File: src/rtl/edge_count_divider_pkg.sv
// Shared constants for the edge-counting divider.
package edge_count_divider_pkg;

  localparam int unsigned DEFAULT_WIDTH = 4;

  // Level that the delayed din register takes in reset, so held-high din is not an edge.
  localparam logic DIN_D_RESET = 1'b1;

endpackage : edge_count_divider_pkg

File: src/rtl/edge_count_divider_rise_detect.sv
// Rising-edge detector: registers din every clock and flags din & ~din_d.
module rise_detect
  import edge_count_divider_pkg::*;
(
  input  logic clock,
  input  logic reset_n,
  input  logic din,
  output logic rise
);

  logic din_d;

  always_ff @(posedge clock or negedge reset_n) begin
    if (!reset_n) begin
      din_d <= DIN_D_RESET;
    end else begin
      din_d <= din;
    end
  end

  assign rise = din & ~din_d;

endmodule : rise_detect

File: src/rtl/edge_count_divider.sv
// Counts qualified din rising edges; wraps after div+1 edges with a tick pulse and q toggle.
module edge_count_divider
  import edge_count_divider_pkg::*;
#(
  parameter int unsigned WIDTH = DEFAULT_WIDTH
) (
  input  logic             clock,
  input  logic             reset_n,
  input  logic             enable,
  input  logic             din,
  input  logic [WIDTH-1:0] div,
  output logic [WIDTH-1:0] count,
  output logic             tick,
  output logic             q
);

  logic rise;

  rise_detect u_rise_detect (
    .clock   (clock),
    .reset_n (reset_n),
    .din     (din),
    .rise    (rise)
  );

  // The >= compare wraps even when div drops below count, so count+1 never overflows.
  always_ff @(posedge clock or negedge reset_n) begin
    if (!reset_n) begin
      count <= '0;
      tick  <= 1'b0;
      q     <= 1'b0;
    end else begin
      tick <= 1'b0;
      if (rise && enable) begin
        if (count >= div) begin
          count <= '0;
          tick  <= 1'b1;
          q     <= ~q;
        end else begin
          count <= count + WIDTH'(1);
        end
      end
    end
  end

endmodule : edge_count_divider
File: config.mk
export PLATFORM = sky130hd
export DESIGN_NAME = edge_count_divider
export DESIGN_NICKNAME = d
export VERILOG_FILES = /design/src/rtl/edge_count_divider_pkg.sv /design/src/rtl/edge_count_divider_rise_detect.sv /design/src/rtl/edge_count_divider.sv
export SDC_FILE = /design/constraint.sdc
export NUM_CORES = 1
export LEC_CHECK = 0
export BUFFER_PORTS_ARGS = -buffer_cell sky130_fd_sc_hd__buf_2
export CORE_AREA = 2 2 39 41
export CTS_BUF_LIST = sky130_fd_sc_hd__clkbuf_4 sky130_fd_sc_hd__clkbuf_8
export CTS_CLUSTER_DIAMETER = 50
export DETAILED_ROUTE_END_ITERATION = 10
export DIE_AREA = 0 0 41 43
export PLACE_DENSITY_LB_ADDON = 0.08
export SLEW_MARGIN = 20
export SYNTH_ARGS = -nofsm -noshare
export SYNTH_HDL_FRONTEND = slang
export SYNTH_SLANG_ARGS = --single-unit
File: constraint.sdc
create_clock -name clock -period 1.7 [get_ports clock]
set_input_delay 0.255 -clock clock [delete_from_list [all_inputs] [get_ports clock]]
set_output_delay 0.255 -clock clock [all_outputs]
set_load 0.05 [all_outputs]
* Word-level counts from Yosys, hierarchy flattened
Cells that the tools add are included.
Cells by class: bitwise gates (word level) 3, $lt $le $gt $ge 1, reduce and logical (&&, ||, !) cells 2, add/subtract/negate cells 1, mux-type cells 3
Operators by type and width (count):
- $add A4 B1 Y4 const B | 1
- $ge A4 B4 Y1 | 1
- $mux W4 | 1
- $mux W1 | 2
- $not A1 Y1 | 2
- $reduce_and A2 Y1 | 1
- $and A1 B1 Y1 | 1
- $logic_and A1 B1 Y1 | 1
Storage, ports and cells: output and inout port bits 6, word-level logic and storage cells 14, bits in registers 7, input bits 8

* Longest topological paths before layout
Gate-level depths: netlist of the first run.
word-level depth 4, gate-level depth with buffers 6, mapped depth without buffers 6

* By module
A second synthesis of the first run with hierarchy kept.
Unflattened totals: cell total of the unflattened synthesis 43, area total of the unflattened synthesis 437.9 µm²
By module, submodules not included:
- edge_count_divider | times used 1, area an instance 397.9 µm², sequential area each 150.1 µm², cells an instance 41
- rise_detect | times used 1, area an instance 40.0 µm², sequential area each 26.3 µm², cells an instance 2

* Worst setup path before layout of the first run
OpenSTA, ideal clock, no wires.
kind register to register, start point register count[0], end point register count[0], path buffers 0, data required time 1626 ps, path slack -129 ps, period minus slack after synthesis 1829 ps, arrival time 1755 ps, stages on the path, launching flop included 7, library setup time 74 ps, cell sequence dfrtp_1 > inv_1 > ha_1 > nor3b_2 > o21ai_2 > or3_1 > o21ai_2
Between the ends: cells in the longest elaborated chain, start to end 2, elaborated cells between the ends (all ways) 3, those cells by class 1 x add/sub; 1 x order compare; 1 x mux
RTL lines:
- start, declared | RTL line edge_count_divider.sv:12 | output logic [WIDTH-1:0] count,
- start signal, assigned | RTL line edge_count_divider.sv:40 | count <= count + WIDTH'(1);
- $add A4 B1 Y4 or $ge A4 B4 Y1 (tied branches) | RTL line edge_count_divider.sv:40, edge_count_divider.sv:35
- $mux W4 (*) | RTL line edge_count_divider.sv:35 | if (count >= div) begin
Every way passes the cells marked *; elsewhere a longest branch is shown, timed or not. A chain may end at the register's enable or synchronous reset.

* Worst setup path after layout of the first run
Ends and elaborated chain as after synthesis.

==> flow_summary_export.csv, run 1 <==
group,metric,value,unit
outcome,status,"finished clean",
sta,period_needed,1.567,ns
die,start_util,28.48,%
run,maxCapViolCount,0,
setup_path,cpMostUsedCell,"o21ai_2",
global_routing,grt.total_usage,12.17,%
power,clkPwrFrac,21.1,%
cts,htree_num_levels,1,
setup_path,critPathMaxStageDelay,0.43,ns
sta,fmax,0.6383,GHz
sta,tns,0,ns
cts,clockRootBuffer,"clkbuf_4",
drt,num_vias,334,
power,p_sw_share,45.44,%
setup_path,slowest_stage,"dfrtp_2",
drt,wirelength,786,µm
drt,drt-pass1-iter-count,2,
cts,cts_hold_buf,1,
die,fp-row-count,14,
setup_path,crit_type,"reg2reg",
sta,rsz0062_at_grt,"false",
power,power_frac_comb,44.9,%
synthesis,ys_warn_count,0,
global_routing,grt_max_degree,8,
place,gp_congestion,0.7640,
die,die_w,41,µm
place,pre_cts_ws,0.1174,ns
global_routing,grt_pass1_vias,318,
layout,area.growth.synth_to_final,32.38,%
synthesis,netlist_instances,39,
layout,mostFrequentLayoutCells,"buf_2 (13), inv_1 (5), ha_1 (5)",
layout,layout-drive-gt1-share,42.11,%
cts,numCtsBuffers,3,
layout,layout_commonest_cell,"buf_2",
setup_path,cp_data_required_time,1.87,ns
power,p_int,421.3,µW
cts,clock-sinks,7,
power,total_power,772.0,µW
setup_path,cp_num_buf_inv,1,
place,port-buffer-count,13,
power,cellPowerDensity,1480,mW/mm²
die,dieArea,0.001763,mm²
layout,antenna_cells,0,
synthesis,synth_seq_cells,7,
drt,wl_per_cell,10.77,µm
power,pwr-share-seq,34.0,%
global_routing,antenna_found_initial,0,
synthesis,ys_seq_area_share,44.76,%
die,num_io_pins,14,
cts,path_clk_slew,0.05,ns
global_routing,grt_pass1_wl,1.331,mm
sta,min_period_over_period,92.15,%
die,coreArea,0.001384,mm²
cts,cts_tree,"built",
sta,finClkSkew,0.001319,ns
sta,relSlewSlack,80.99,%
synthesis,netlist_area,394.1,µm²
drt,postRouteAntennaNets,0,
sta,hold_viol,0,
synthesis,ys_types,19,
worst_hold_path,hold_class,"in2reg",
power,cellLeakagePower,0.0002745,µW
drt,first_iter_violations,1,
power,p_sw,350.8,µW
power,ir_drop,903.5,µV
cts,insertion_delay,0.25,ns
layout,final_nets,71,
place,hpwlAfterDp,659.8,µm
sta,slew_violations,0,
cts,clockBufferDepth,2,
setup_path,cp_top_family,"simple AND/OR/NAND/NOR gates",
sta,layout_setup_ws,0.1334,ns
cts,post_cts_buffers,0,
setup_path,cp_max_fo,6,
setup_path,cp_cell_sequence,"inv_1, ha_1, nor3b_2, o21ai_2, or3_1, o21ai_2",
global_routing,grt_overflow,0,
cts,cts_resized,0,
setup_path,cp-start-kind,"register",
synthesis,syn_area_per_cell,10.11,µm²
die,die_h,43,µm
setup_path,endpoint_kind,"register",
synthesis,syn-num-nets,52,
drt,routed_via_density,4.575,
sta,tightestPinTransition,0.2842,ns
drt,drcViolationCount,0,
sta,setup_violations,0,
setup_path,arrival,1.74,ns
-- final timing paths --
kind	start	to	slack, ns	cells after the start
hold / removal	din	u_rise_detect.din_d$_DFF_PN1_	0.13	1
min in group asynchronous	reset_n	tick$_DFF_PN0_	0.37	2
setup reg to reg	count[0]$_DFFE_PN0N_	count[0]$_DFFE_PN0N_	0.13	6
max in group asynchronous	reset_n	u_rise_detect.din_d$_DFF_PN1_	1.11	2
hold reg to reg	q$_DFFE_PN0P_	q$_DFFE_PN0P_	0.46	1
setup / recovery	count[0]$_DFFE_PN0N_	count[0]$_DFFE_PN0N_	0.13	6
-- cells by family (layout without fill, tap and decap cells) --
| family | count (synthesis) | count (layout) | synth area share [%] |
|---|---|---|---|
| buffers and inverters | 5 | 23 | 4.762 |
| flip-flops | 7 | 7 | 44.76 |
| AO/OA/AOI/OAI | 9 | 9 | 14.60 |
| adder cells (fa/ha/maj) | 5 | 5 | 15.87 |
| AND/OR/NAND/NOR | 12 | 12 | 17.78 |
| XOR/XNOR | 1 | 1 | 2.223 |
-- area by class of cell --
class / count / area, µm²
timing repair buffer: 14 / 75.07
multi-input combinational: 27 / 198.9
inverter: 5 / 18.77
fill: 152 / 862.1
sequential: 7 / 178.9
tap: 16 / 20.02
clock buffer: 4 / 30.03
-- worst register-to-register path: stages, from the launching register on --
cell and delay, ns:
dfrtp_2 0.43, inv_1 0.09, ha_1 0.24, nor3b_2 0.21, o21ai_2 0.13, or3_1 0.33, o21ai_2 0.06
-- power groups by stage --
stage	Combinational, µW	Clock (µW)	Sequential [µW]
floorplan	113	0	409
global placement	341	0	264
detailed placement	350	0	265
CTS	353	171	263
global route	377	179	271
finish	347	163	262
-- stage by stage --
step                      hold slack [ns]  utilization, %  cells  area, µm²
after floorplan                  -0.04059               -     39      396.6
after global placement            0.09345           34.81     68      481.7
after detailed placement           0.1002           34.81     68      481.7
after CTS                          0.1107           37.70     73      521.8
after global routing               0.1105           37.70     73      521.8
final                              0.1254           37.70     73      521.8
-- metal layers --
metal | vias up | track usage (%) | wire length [µm]
met4 | 0 | 12.00 | 8
met3 | 2 | 3.141 | 41
met2 | 10 | 16.56 | 379
met5 | - | 0 | 0
met1 | 151 | 14.29 | 356
li1 | 171 | - | -
-- Yosys cell counts, drive strengths merged --
master,n,area share (%)
xor2,1,2.2
dfstp,1,6.7
a21o,1,1.9
nor2,1,0.95
nand3b,1,1.9
nor4,1,1.6
nand3,1,1.3
o21ai,5,8.3
inv,5,4.8
and2,1,2.2
nor3b,1,3.2
nand2,4,3.8
or3,1,1.6
a21oi,2,2.5
o211ai,1,1.9
ha,5,16
nor3,1,1.3
dfrtp,6,38
-- sequential cells by signal, indices dropped and copies added, names as in the netlist --
name                 flops
q                        1
u_rise_detect.din_d      1
count                    4
tick                     1
(Power assumes the default switching activity.)
==> run 2: changes to the inputs <==
--- a/config.mk
+++ b/config.mk
@@ -15,4 +15,5 @@
 export SLEW_MARGIN = 20
 export SYNTH_ARGS = -nofsm -noshare
 export SYNTH_HDL_FRONTEND = slang
+export SYNTH_HIERARCHICAL = 1
 export SYNTH_SLANG_ARGS = --single-unit
==> run 2 against run 1 <==
Utilization increased by 3.0 points; cell area increased by 7.9%; area after synthesis increased by 11%; clock power increased by 8%; non-clock buffer count unchanged; sequential share of layout area decreased by 3.0 points; synthesized cell count increased by 10%; sequential power increased by 13%; critical path depth decreased by 1; first-iteration DRC count increased to 7.0 times the previous value; sequential cell count unchanged; clock skew increased by 0.0066 ns; largest power group unchanged; highest routed layer unchanged.
==> flow_summary_export.csv, run 2 <==
group,metric,value,unit
layout,final_nets,75,
global_routing,grt_overflow,0,
global_routing,antenna_found_initial,0,
synthesis,synthTopCellsByArea,"dfrtp_1 (34%), ha_1 (14%), dfstp_2 (6.0%)",
place,gp_congestion,0.7388,
cts,path_clk_slew,0.06,ns
global_routing,grt_pass1_wl,1.545,mm
layout,nFillCells,149,
synthesis,netlist_area,437.9,µm²
sta,min_period_over_period,84.52,%
layout,multi_input_area,242.7,µm²
layout,mostFrequentLayoutCells,"buf_2 (13), dfrtp_1 (6), inv_1 (5), ha_1 (5)",
synthesis,netlist_instances,43,
global_routing,busiest_layer,"met1",
power,ir_drop,557.6,µV
place,port-buffer-count,13,
synthesis,ys_warn_count,6,
power,cellPowerDensity,1809,mW/mm²
setup_path,cp_max_fo,5,
drt,num_vias,378,
drt,wirelength,916,µm
drt,first_iter_violations,7,
synthesis,yosysTopAreaCellShare,34.29,%
cts,cts_tree,"built",
layout,area.growth.synth_to_final,28.57,%
die,coreArea,0.001384,mm²
sta,tightestPinTransition,0.2494,ns
drt,routed_via_density,4.909,
global_routing,met1_usage,19.28,%
cts,clockRootBuffer,"clkbuf_4",
setup_path,endpoint_kind,"register",
layout,layout_commonest_cell,"buf_2",
synthesis,synth_seq_cells,7,
cts,htree_num_levels,1,
place,pre_cts_ws,0.2684,ns
sta,layout_setup_ws,0.2632,ns
global_routing,met2_usage,16.25,%
sta,finClkSkew,0.007936,ns
setup_path,arrival,1.62,ns
synthesis,ys_seq_area_share,40.29,%
setup_path,cp_data_required_time,1.88,ns
global_routing,grt_pass1_vias,359,
synthesis,ys.flop_type,"dfrtp_1",
die,dieArea,0.001763,mm²
power,cellLeakagePower,0.0002944,µW
sta,hold_viol,0,
drt,wl_per_cell,11.90,µm
sta,slew_violations,0,
cts,cts_hold_buf,1,
setup_path,r2r_end,"count[3]$_DFFE_PN0P_",
layout,antenna_cells,0,
place,placed_cell_area,523.0,µm²
sta,relSlewSlack,83.26,%
drt,drcViolationCount,0,
drt,postRouteAntennaNets,0,
die,die_w,41,µm
run,maxCapViolCount,0,
sta,rsz0062_at_grt,"false",
outcome,status,"finished clean",
setup_path,crit_type,"reg2reg",
synthesis,ys_top_cells_by_count,"dfrtp_1 (6), ha_1 (5), inv_1 (5), nand2_1 (4), o21ai_0 (4)",
synthesis,synth-edff-count,0,
sta,period_needed,1.437,ns
cts,insertion_delay,0.26,ns
global_routing,grt_max_degree,8,
cts,clockBufferDepth,2,
worst_hold_path,hold_class,"in2reg",
worst_hold_path,min_from,"din",
setup_path,cp-start-kind,"register",
layout,fin_util,40.69,%
setup_path,reg2reg_depth,5,
synthesis,syn-num-nets,56,
layout,largest_reg_flops,4,
synthesis,yosysTopAreaCell,"dfrtp_1",
die,die_h,43,µm
layout,layout-drive-gt1-share,39.34,%
sta,tns,0,ns
drt,drt-pass1-iter-count,4,
layout,regMostFlops,"count",
setup_path,r2r-start,"count[0]$_DFFE_PN0P_",
synthesis,yosysMostFrequentCell,"dfrtp_1",
setup_path,r2r_slack,0.26,ns
die,start_util,31.65,%
cts,cts_resized,0,
worst_hold_path,holdPathEnd,"u_rise_detect/din_d$_DFF_PN1_",
place,hpwlAfterDp,684.5,µm
global_routing,globalRouteMet3Util,3.141,%
sta,fmax,0.6960,GHz
die,fp-row-count,14,
cts,numCtsBuffers,3,
synthesis,syn_area_per_cell,10.18,µm²
synthesis,async_flop_share,100.0,%
layout,fin_area,563.0,µm²
global_routing,grt.total_usage,13.62,%
die,num_io_pins,14,
layout,seq_area,176.4,µm²
cts,post_cts_buffers,0,
worst_hold_path,min_path_cells,1,
synthesis,ys_types,21,
cts,clock-sinks,7,
sta,setup_violations,0,
==> run 2: worst max-delay path by stage <==
stage	startpoint	to	slack, ns	depth (start not counted)
6_report	count[0]$_DFFE_PN0P_	count[3]$_DFFE_PN0P_	0.26	5
5_1_grt	count[0]$_DFFE_PN0P_	count[0]$_DFFE_PN0P_	0.09	5
4_1_cts	count[0]$_DFFE_PN0P_	count[3]$_DFFE_PN0P_	0.25	5
3_5_place_dp	count[0]$_DFFE_PN0P_	count[3]$_DFFE_PN0P_	0.27	5
3_3_place_gp	count[0]$_DFFE_PN0P_	count[3]$_DFFE_PN0P_	0.23	5
2_1_floorplan	count[0]$_DFFE_PN0P_	q$_DFFE_PN0P_	0.04	5
==> run 2: critical path, stage by stage (launching register included) <==
cell and delay [ns]:
dfrtp_1 0.41, inv_1 0.08, ha_1 0.28, nor3b_2 0.24, o21ai_1 0.16, o21ai_0 0.19
==> run 2: report_power, final <==
part           leakage [µW]  switching (µW)  internal [µW]
Sequential        0.0000804            70.4            226
Combinational      0.000196             374            172
Clock             0.0000184            69.8            106
==> run 2: area by class of cell <==
class,instances,area share [%]
Inverter,5,3.333
Tap cell,16,3.556
Sequential cell,7,31.33
Multi-Input combinational cell,31,43.11
Timing Repair Buffer,14,13.33
Clock buffer,4,5.333
==> run 2: stage by stage <==
| step | hold WS, ns | power [µW] | std cells |
|---|---|---|---|
| 5_1_grt | 0.09775 | 1101 | 77 |
| 4_1_cts | 0.1034 | 1028 | 77 |
| 2_1_floorplan | -0.04059 | 715.4 | 43 |
| 3_3_place_gp | 0.1057 | 848.0 | 72 |
| 6_report | 0.1109 | 1018 | 77 |
| 3_5_place_dp | 0.1021 | 846.5 | 72 |
==> run 2: routing by layer <==
layer / routed length [µm] / share of wire, %
met1: 451 / 49
met2: 361 / 39
met3: 65 / 7.1
met4: 38 / 4.1
met5: 0 / 0
==> run 2: cell families (layout without fill, tap and decap cells) <==
group | count (synthesis) | in the layout | share of synthesized area [%]
AOI/OAI and AO/OA | 11 | 11 | 18.28
adders and majority gates | 5 | 5 | 14.29
buffers and inverters | 5 | 23 | 4.286
DFF | 7 | 7 | 40.29
muxes | 1 | 1 | 2.286
and+or+nand+nor | 14 | 14 | 20.57
